### config.mk
export PLATFORM = sky130hd
export DESIGN_NAME = uib16pq
export DESIGN_NICKNAME = d
export VERILOG_FILES = /design/src/rtl/uib16pq_pkg.sv /design/src/rtl/uib16pq_bram.sv /design/src/rtl/uib16pq.sv
export VERILOG_INCLUDE_DIRS = /design/src /design/src/rtl
export SDC_FILE = /design/constraint.sdc
export NUM_CORES = 2
export LEC_CHECK = 0
export CAP_MARGIN = 20
export CORE_UTILIZATION = 43
export DETAILED_ROUTE_END_ITERATION = 6
export SETUP_SLACK_MARGIN = 0.1
export SYNTH_ARGS = -nofsm -noshare
export SYNTH_HDL_FRONTEND = slang
export SYNTH_HIERARCHICAL = 1
export SYNTH_SLANG_ARGS = --single-unit
### constraint.sdc
create_clock -name clk -period 6.29 [get_ports clk]
set_input_delay 1.887 -clock clk [delete_from_list [all_inputs] [get_ports clk]]
set_output_delay 1.887 -clock clk [all_outputs]
set_load 0.03 [all_outputs]
### src/rtl/sha256.vh
// Shared definitions for the SHA-256 unit family.
// UNIT_INPUT_WIDTH : width of the narrow input stream word.
// UIB_ADDR_MSB     : MSB of the read-word index within one packet.
// MSB              : MSB of a SHA-256 datapath word.
`ifndef SHA256_VH
`define SHA256_VH
`define MSB 31
`define UNIT_INPUT_WIDTH 8
`define UIB_ADDR_MSB 4
`endif

### src/rtl/uib16pq_pkg.sv
// Shared constants and helpers for the uib16pq packet queue.
package uib16pq_pkg;

   // Receive FSM encoding.
   localparam logic [1:0] ST_IDLE   = 2'd0;
   localparam logic [1:0] ST_RECV   = 2'd1;
   localparam logic [1:0] ST_COMMIT = 2'd2;

   // Bits needed to index RATIO lanes, never less than one so that
   // address fields keep a legal width.
   function automatic int clog2_min1(input int v);
      int r;
      r = 0;
      while ((1 << r) < v) r++;
      return (r < 1) ? 1 : r;
   endfunction

endpackage

### src/rtl/uib16pq_bram.sv
// asymm_bram_min_wr: asymmetric RAM with a narrow write port and a wide
// read port. Narrow word k of a wide word lands in bits [k*IN_WIDTH +:
// IN_WIDTH] (little-endian packing). The read register resets to zero
// and holds its value when rd_en is low.
module asymm_bram_min_wr
   import uib16pq_pkg::*;
#(
   parameter int IN_WIDTH  = 8,
   parameter int OUT_WIDTH = 16,
   parameter int RATIO     = 2,
   parameter int RD_AW     = 7,
   localparam int LANE_W   = clog2_min1(RATIO)
) (
   input  logic                      clk,
   input  logic                      rst,
   input  logic                      wr_en,
   input  logic [RD_AW+LANE_W-1:0]   wr_addr,
   input  logic [IN_WIDTH-1:0]       din,
   input  logic                      rd_en,
   input  logic [RD_AW-1:0]          rd_addr,
   output logic [OUT_WIDTH-1:0]      dout
);

   localparam int DEPTH = 2 ** RD_AW;

   logic [OUT_WIDTH-1:0] r_mem [DEPTH];
   logic [OUT_WIDTH-1:0] r_dout;
   logic [RD_AW-1:0]     w_row;
   logic [LANE_W-1:0]    w_lane;

   assign w_row  = wr_addr[RD_AW+LANE_W-1:LANE_W];
   assign w_lane = wr_addr[LANE_W-1:0];
   assign dout   = r_dout;

   // Narrow write into one lane of the addressed wide word.
   always_ff @(posedge clk) begin
      if (wr_en) begin
         r_mem[w_row][w_lane*IN_WIDTH +: IN_WIDTH] <= din;
      end
   end

   // Registered wide read, holding between strobes.
   always_ff @(posedge clk) begin
      if (rst) begin
         r_dout <= '0;
      end else if (rd_en) begin
         r_dout <= r_mem[rd_addr];
      end
   end

endmodule

### src/rtl/uib16pq.sv
// uib16pq: narrow-stream to wide-read packet queue.
// An all-ones header word starts a packet of PKT_LEN*RATIO narrow words,
// which are packed into PKT_LEN wide words in one queue slot. The CPU
// reads the head packet by word index and releases it with
// set_output_complete. One slot is always kept free so full/empty can be
// told apart from the two slot pointers.
// Optional feature macro: UIB_ERR_EN enables the sticky err flag for
// IDLE-state noise words and headers dropped because the queue is full.
`include "sha256.vh"
module uib16pq
   import uib16pq_pkg::*;
#(
   parameter int IN_WIDTH      = `UNIT_INPUT_WIDTH,
   parameter int OUT_WIDTH     = 16,
   parameter int RATIO         = OUT_WIDTH / IN_WIDTH,
   parameter int PKT_LEN       = 20,
   parameter int PKT_QUEUE_MSB = 1
) (
   input  logic                     clk,
   input  logic                     rst,
   input  logic [IN_WIDTH-1:0]      din,
   input  logic                     wr_en,
   output logic                     full,
   input  logic [`UIB_ADDR_MSB:0]   rd_addr,
   input  logic                     rd_en,
   output logic [OUT_WIDTH-1:0]     dout,
   output logic                     empty,
   input  logic                     set_output_complete,
   output logic                     err
);

   localparam int QW     = PKT_QUEUE_MSB + 1;
   localparam int AW     = `UIB_ADDR_MSB + 1;
   localparam int LANE_W = clog2_min1(RATIO);
   localparam int CW     = AW + LANE_W;
   localparam logic [CW-1:0] CNT_LAST = CW'(PKT_LEN * RATIO - 1);

   logic [1:0]    r_state;
   logic [CW-1:0] r_cnt;
   logic [QW-1:0] r_base_wr;
   logic [QW-1:0] r_base_rd;
   logic          r_full;
   logic          r_empty;

   logic          w_hdr_pat;
   logic          w_hdr_ok;
   logic          w_commit;
   logic          w_release;
   logic          w_bram_we;
   logic [QW-1:0] w_base_wr_nxt;
   logic [QW-1:0] w_base_rd_nxt;
   logic [QW-1:0] w_base_wr_nxt_inc;

   assign w_hdr_pat = (din == {IN_WIDTH{1'b1}});
   assign w_hdr_ok  = (r_state == ST_IDLE) && wr_en && w_hdr_pat && !r_full;
   assign w_commit  = (r_state == ST_COMMIT);
   assign w_release = set_output_complete && !r_empty;
   assign w_bram_we = (r_state == ST_RECV) && wr_en;

   assign w_base_wr_nxt     = w_commit  ? (r_base_wr + QW'(1)) : r_base_wr;
   assign w_base_rd_nxt     = w_release ? (r_base_rd + QW'(1)) : r_base_rd;
   assign w_base_wr_nxt_inc = w_base_wr_nxt + QW'(1);

   assign full  = r_full;
   assign empty = r_empty;

   // Receive FSM and narrow-word counter; a reset aborts any partial packet.
   always_ff @(posedge clk) begin
      if (rst) begin
         r_state <= ST_IDLE;
         r_cnt   <= '0;
      end else begin
         case (r_state)
            ST_IDLE: begin
               if (w_hdr_ok) begin
                  r_cnt   <= '0;
                  r_state <= ST_RECV;
               end
            end
            ST_RECV: begin
               if (wr_en) begin
                  r_cnt <= r_cnt + CW'(1);
                  if (r_cnt == CNT_LAST) r_state <= ST_COMMIT;
               end
            end
            ST_COMMIT: r_state <= ST_IDLE;
            default:   r_state <= ST_IDLE;
         endcase
      end
   end

   // Slot pointers and flags; flags follow the next pointer values so they
   // are valid the cycle after a commit or release.
   always_ff @(posedge clk) begin
      if (rst) begin
         r_base_wr <= '0;
         r_base_rd <= '0;
         r_empty   <= 1'b1;
         r_full    <= 1'b0;
      end else begin
         r_base_wr <= w_base_wr_nxt;
         r_base_rd <= w_base_rd_nxt;
         r_empty   <= (w_base_wr_nxt == w_base_rd_nxt);
         r_full    <= (w_base_wr_nxt_inc == w_base_rd_nxt);
      end
   end

`ifdef UIB_ERR_EN
   logic r_err;
   assign err = r_err;

   // Sticky protocol error: noise word in IDLE or header refused while full.
   always_ff @(posedge clk) begin
      if (rst) begin
         r_err <= 1'b0;
      end else if ((r_state == ST_IDLE) && wr_en && (!w_hdr_pat || r_full)) begin
         r_err <= 1'b1;
      end
   end
`else
   assign err = 1'b0;
`endif

   asymm_bram_min_wr #(
      .IN_WIDTH  (IN_WIDTH),
      .OUT_WIDTH (OUT_WIDTH),
      .RATIO     (RATIO),
      .RD_AW     (QW + AW)
   ) u_bram (
      .clk     (clk),
      .rst     (rst),
      .wr_en   (w_bram_we),
      .wr_addr ({r_base_wr, r_cnt}),
      .din     (din),
      .rd_en   (rd_en),
      .rd_addr ({r_base_rd, rd_addr}),
      .dout    (dout)
   );

endmodule

## Yosys cells after proc, flatten, opt, wreduce, memory -nomap -nowiden

Memory sizes are Yosys's and may differ from the RTL's. A register that Yosys moved wholly into a read port is not among the register bits.
Index checks and enable logic that the tools add are counted.

| storage, ports and cells | value |
|---|---|
| register bits after elaboration | 14 |
| bits in latches | 0 |
| RAM bits | 2,048 |
| bits in read-only memories | 0 |
| bits of input ports | 18 |
| memories kept | 1 |

Memories:

| memory | words | bits a word | rd ports | clocked after Yosys merged registers in | write ports | line | RTL |
|---|---|---|---|---|---|---|---|
| u_bram.r_mem | 128 | 16 | 1 | 1 | 1 | uib16pq_bram.sv:26 | `logic [OUT_WIDTH-1:0] r_mem [DEPTH];` |

| cells by class | value |
|---|---|
| add/subtract/negate cells | 5 |
| multipliers | 0 |
| div/mod/pow operators | 0 |
| magnitude comparators | 0 |
| eq/ne operators | 9 |
| shifts and indexed selects | 2 |
| multiplexer cells | 11 |
| bitwise gates (word level) | 0 |
| reduce and logical (&&, ||, !) cells | 11 |

Operator list:

| cell | count |
|---|---|
| 4-bit negator with 34-bit output | 1 |
| 8-bit by 34-bit variable shift with 16-bit output (first input constant) | 1 |
| 8-bit by 34-bit variable part select with 16-bit output | 1 |
| 16-bit 2-to-1 mux | 1 |
| 6-bit 2-to-1 mux | 2 |
| 6-bit case mux with 2 select lines | 1 |
| 2-bit 2-to-1 mux | 5 |
| 8-bit equality test (second input constant) | 1 |
| 2-bit by 1-bit adder with 2-bit output (second input constant) | 3 |
| 6-bit by 1-bit adder with 6-bit output (second input constant) | 1 |
| 6-bit equality test (second input constant) | 1 |
| 3-bit AND reduction | 2 |
| 1-bit logical AND | 5 |
| 2-bit equality test | 2 |
| 2-bit != test (second input constant) | 2 |
| 2-bit case mux with 2 select lines | 1 |
| 2-bit by 1-bit equality test with 1-bit output (second input constant) | 1 |
| 2-bit equality test (second input constant) | 1 |
| 1-bit logical NOT | 2 |
| 2-bit logical NOT | 1 |
| 2-bit by 1-bit != test with 1-bit output (second input constant) | 1 |
| 2-bit nonzero test | 1 |
| 1-bit 2-to-1 mux | 1 |

## Longest topological paths before layout

| depth | value |
|---|---|
| word-level depth | 6 |
| depth in mapped cells | 11 |

## By module

The synthesis kept the hierarchy.

By module, submodules not included:

| module | times used | cells an instance | area an instance (sq um) | seq. area each (sq um) |
|---|---|---|---|---|
| asymm_bram_min_wr | 1 | 3,752 | 80,205.7 | 61,819.3 |
| uib16pq | 1 | 85 | 770.7 | 280.3 |

## Worst setup path after synthesis

No wires, ideal clock.

| timing | value |
|---|---|
| path type | in2reg |
| start | input port din[3] |
| end | memory u_bram.r_mem[0][3], data pin |
| library setup time | 0.828 ns |
| arrival time | 5.000 ns |
| path slack | 0.462 ns |
| stages on the path | 1 |
| cell sequence | nor2b_1 |

| on the way | value |
|---|---|
| word-level cells in the longest chain between the ends | 1 |

Ends and longest elaborated chain:

| element | line | RTL |
|---|---|---|
| start: declaration | uib16pq.sv:21 | `input logic [IN_WIDTH-1:0] din,` |
| 8-bit by 34-bit variable part select with 16-bit output | uib16pq_bram.sv:38 | `r_mem[w_row][w_lane*IN_WIDTH +: IN_WIDTH] <= din;` |
| end: declaration | uib16pq_bram.sv:26 |  |

No other way between the ends.

## Worst setup path after layout

| timing | value |
|---|---|
| start | input port wr_en |
| end | memory u_bram.r_mem[26][8], enable pin |

| on the way | value |
|---|---|
| word-level cells in the longest chain between the ends | 3 |

Ends and longest elaborated chain:

| element | line | RTL |
|---|---|---|
| start: declaration | uib16pq.sv:22 | `input logic wr_en,` |
| 1-bit logical AND | uib16pq.sv:58 | `assign w_bram_we = (r_state == ST_RECV) && wr_en;` |
| net w_bram_we | uib16pq.sv:49 | `logic w_bram_we;` |
| 1-bit 2-to-1 mux | uib16pq_bram.sv:37 | `if (wr_en) begin` |
| 16-bit 2-to-1 mux (not written as such) | uib16pq_bram.sv:38 |  |

The timed path passes the listed nets, and every way through them passes these cells.

==> flow_summary.ini <==
[placed_design]
dpl.hpwl_um = 129000
dp.cells = 6267
place_congestion = 0.821
io_buffers = 35
dpl_cell_area_um2 = 84700

[drt]
firstDrtPassIters = 7
avgRoutedWirePerCell_um = 31.8
routed_wl_um = 212000
vias = 40301
ant_nets = 0
drc = 0
drtIter0Drc = 4921
via_per_inst = 6.06

[cts]
cts_tree = done
clk_pin_slew_ns = 0.06
cts_setup_buffers = 0
ctsResizeCount = 0
cts_root_buf = clkbuf_16
hold_buffers = 0
cts.path.max_buffers = 3
numCtsBuffers = 202
h-tree-depth = 4
clk_latency_ns = 0.84
cts.sinks = 2078

[sta]
setup_viol = 0
setup_tns_ns = 0
fin_crit_sh = 0.724
hold_violations = 0
clock-skew-final_ns = 0.0418
slew_viol_final = 0
worstMarginPinSlew_ns = 1.14
max_freq_mhz = 219
fin_crit_ns = 4.56
timing.slew.headroom = 0.236
rsz0062_at_grt = no

[floorplanning]
die_w_um = 436
die-area_um2 = 190000
core_area_um2 = 186000
rows = 158
io_pins = 37
start_util = 0.435
dieHeight_um = 436

[critical_path]
cp_num_buf_inv = 2
cp-start-kind = input pin
cpMostUsedCell = nor2_1
cp_top_family = simple AND/OR/NAND/NOR gates
worstSetupPathType = in2reg
cp_data_required_time_ns = 6.76
cp_max_fo = 16
slowest_stage = nor2_1
end_kind = register
crit_arrival_ns = 5.02
max_stage_delay_ns = 0.86
crit_chain = clkdlybuf4s50_1 -> inv_1 -> nor2_1 -> nand2_1 -> nor2_1 -> nand2_2 -> nor2_1

[synth]
syn-num-nets = 3856
seq_area_frac_synth = 0.767
ys_async_sr_fraction = 0
synth_flop_cell = edfxtp_1
muxShareOfSynthArea = 0.159
yosysTopAreaCell = edfxtp_1
yosys.area_share.xor_xnor = 0.000989
synth_top_family_by_area = multiplexers
synthesis.instances = 3837
synth_area_um2 = 81000
synth_most_common_cell = edfxtp_1
synth_edf_count = 2048
synthTopCellsByArea = edfxtp_1 (76%), mux4_2 (14%), mux2i_1 (1.7%)
yosysWarnings = 6
yosysUniqueCellTypes = 67
synthSimpleGateAreaFrac = 0.0326
synthDominantCellAreaShare = 0.759
synth_compound_area_frac = 0.0252
synth-adder-area-share = 0.000155
ys_seq_elements = 2078
syn_avg_cell_area_um2 = 21.1
synthTopCellsByCount = edfxtp_1 (2048), mux4_2 (505), nor2_1 (301), mux2i_1 (134), clkbuf_1 (92)

[run_status]
status = finished, final reports clean

[cells_and_area]
multi_input_area_um2 = 17800
seqCellArea_um2 = 62100
num-nets-final = 4011
post-route-cell-area_um2 = 91300
instances_no_fill = 6649
final_layout_size_suffix_gt1_frac = 0.235
area_delta_synth_final_pct = 12.7
nFillCells = 15011

[power_and_ir_drop]
power.density_nw_per_um2 = 311
ir_drop_v = 0.000247
power.leakage_nw = 29.6

[global_routing]
antenna_found_initial = 10
grt_pass1_wl_um = 301000
grt_remaining_overflow = 0
grt_pass1_vias = 40217
grt_use_total = 0.222
grt_max_degree = 129

[hold_path]
hold_path_class = reg2reg

[run]
maxCapViolCount = 0
[area by class of cell]
cell class / instances / area share
well taps: 2480 / 0.0340
diodes: 1 / 0.0000274
multi-input cells: 1535 / 0.194
flip-flops and latches: 2078 / 0.680
clock inverters: 118 / 0.0130
inverters: 7 / 0.000315
clock buffers: 262 / 0.0595
repair buffers: 168 / 0.0184
[layout by cell type, fill, tap and decap left out, drive strengths merged, types with 35 or more instances in the layout]
cell type,synthesis,final
nor2b,48,48
o22ai,57,57
edfxtp,2048,2048
and2,35,35
clkinv,1,87
mux2i,134,134
a21oi,44,44
nor2,301,301
buf,125,138
clkbuf,92,263
nand2,84,84
a211oi,46,46
mux4,505,505
[final timing paths]
check / slack (ns) / depth (start not counted) / start / endpoint
setup / recovery: 1.73 / 7 / wr_en / u_bram/r_mem[26][8]
hold / removal: 0.55 / 2 / u_bram/dout[14] / u_bram/dout[14]
setup reg to reg: 2.94 / 6 / r_state[1] / u_bram/r_mem[26][8]
hold reg to reg: 0.55 / 2 / u_bram/dout[14] / u_bram/dout[14]
[worst register-to-register path: stages (launching register included)]
cell and delay (ns):
dfxtp_1 0.42, or2b_1 0.32, nor2_1 0.32, nand2_1 0.12, nor2_1 0.28, nand2_2 0.65, nor2_1 0.88
[metal layers]
| layer | vias up | part of all wire | GRT usage |
|---|---|---|---|
| met1 | 21755 | 0.41 | 0.314 |
| met3 | 346 | 0.076 | 0.0381 |
| met5 | - | 0 | 0 |
| met4 | 0 | 0.034 | 0.0758 |
| li1 | 16359 | - | - |
| met2 | 1841 | 0.48 | 0.350 |
[where the power goes]
group	leakage [nW]	switching [W]	internal [W]
sequential	20.1	0.0000238	0.0151
clock	3.23	0.00518	0.00692
combinational	6.26	0.000705	0.000438
[sequential cells by signal, summed over array words and instances (netlist names)]
name	count
r_state	2
r_base_wr	2
u_bram/dout	16
r_cnt	6
full	1
u_bram/r_mem	2048
r_base_rd	2
empty	1
[per-stage QoR]
stage	setup slack (ns)	utilization	total power, W	hold slack (ns)
after CTS	1.92	0.490	0.0286	0.542
final	1.73	0.490	0.0284	0.550
after detailed placement	1.03	0.455	0.0166	0.498
after floorplan	0.462	-	0.0161	0.525
after global routing	1.70	0.490	0.0291	0.586
after global placement	0.730	0.454	0.0166	0.517
[kinds of logic (layout without fill, tap and decap cells)]
| group | after synthesis | count (layout) |
|---|---|---|
| flops | 2078 | 2078 |
| mux | 653 | 653 |
| simple gates | 579 | 579 |
| compound gates | 295 | 295 |
| buf+inv | 224 | 555 |
| xor+xnor | 6 | 6 |
| fa+ha+maj | 1 | 1 |
| other cells | 1 | 2 |
(Power assumes the default switching activity.)
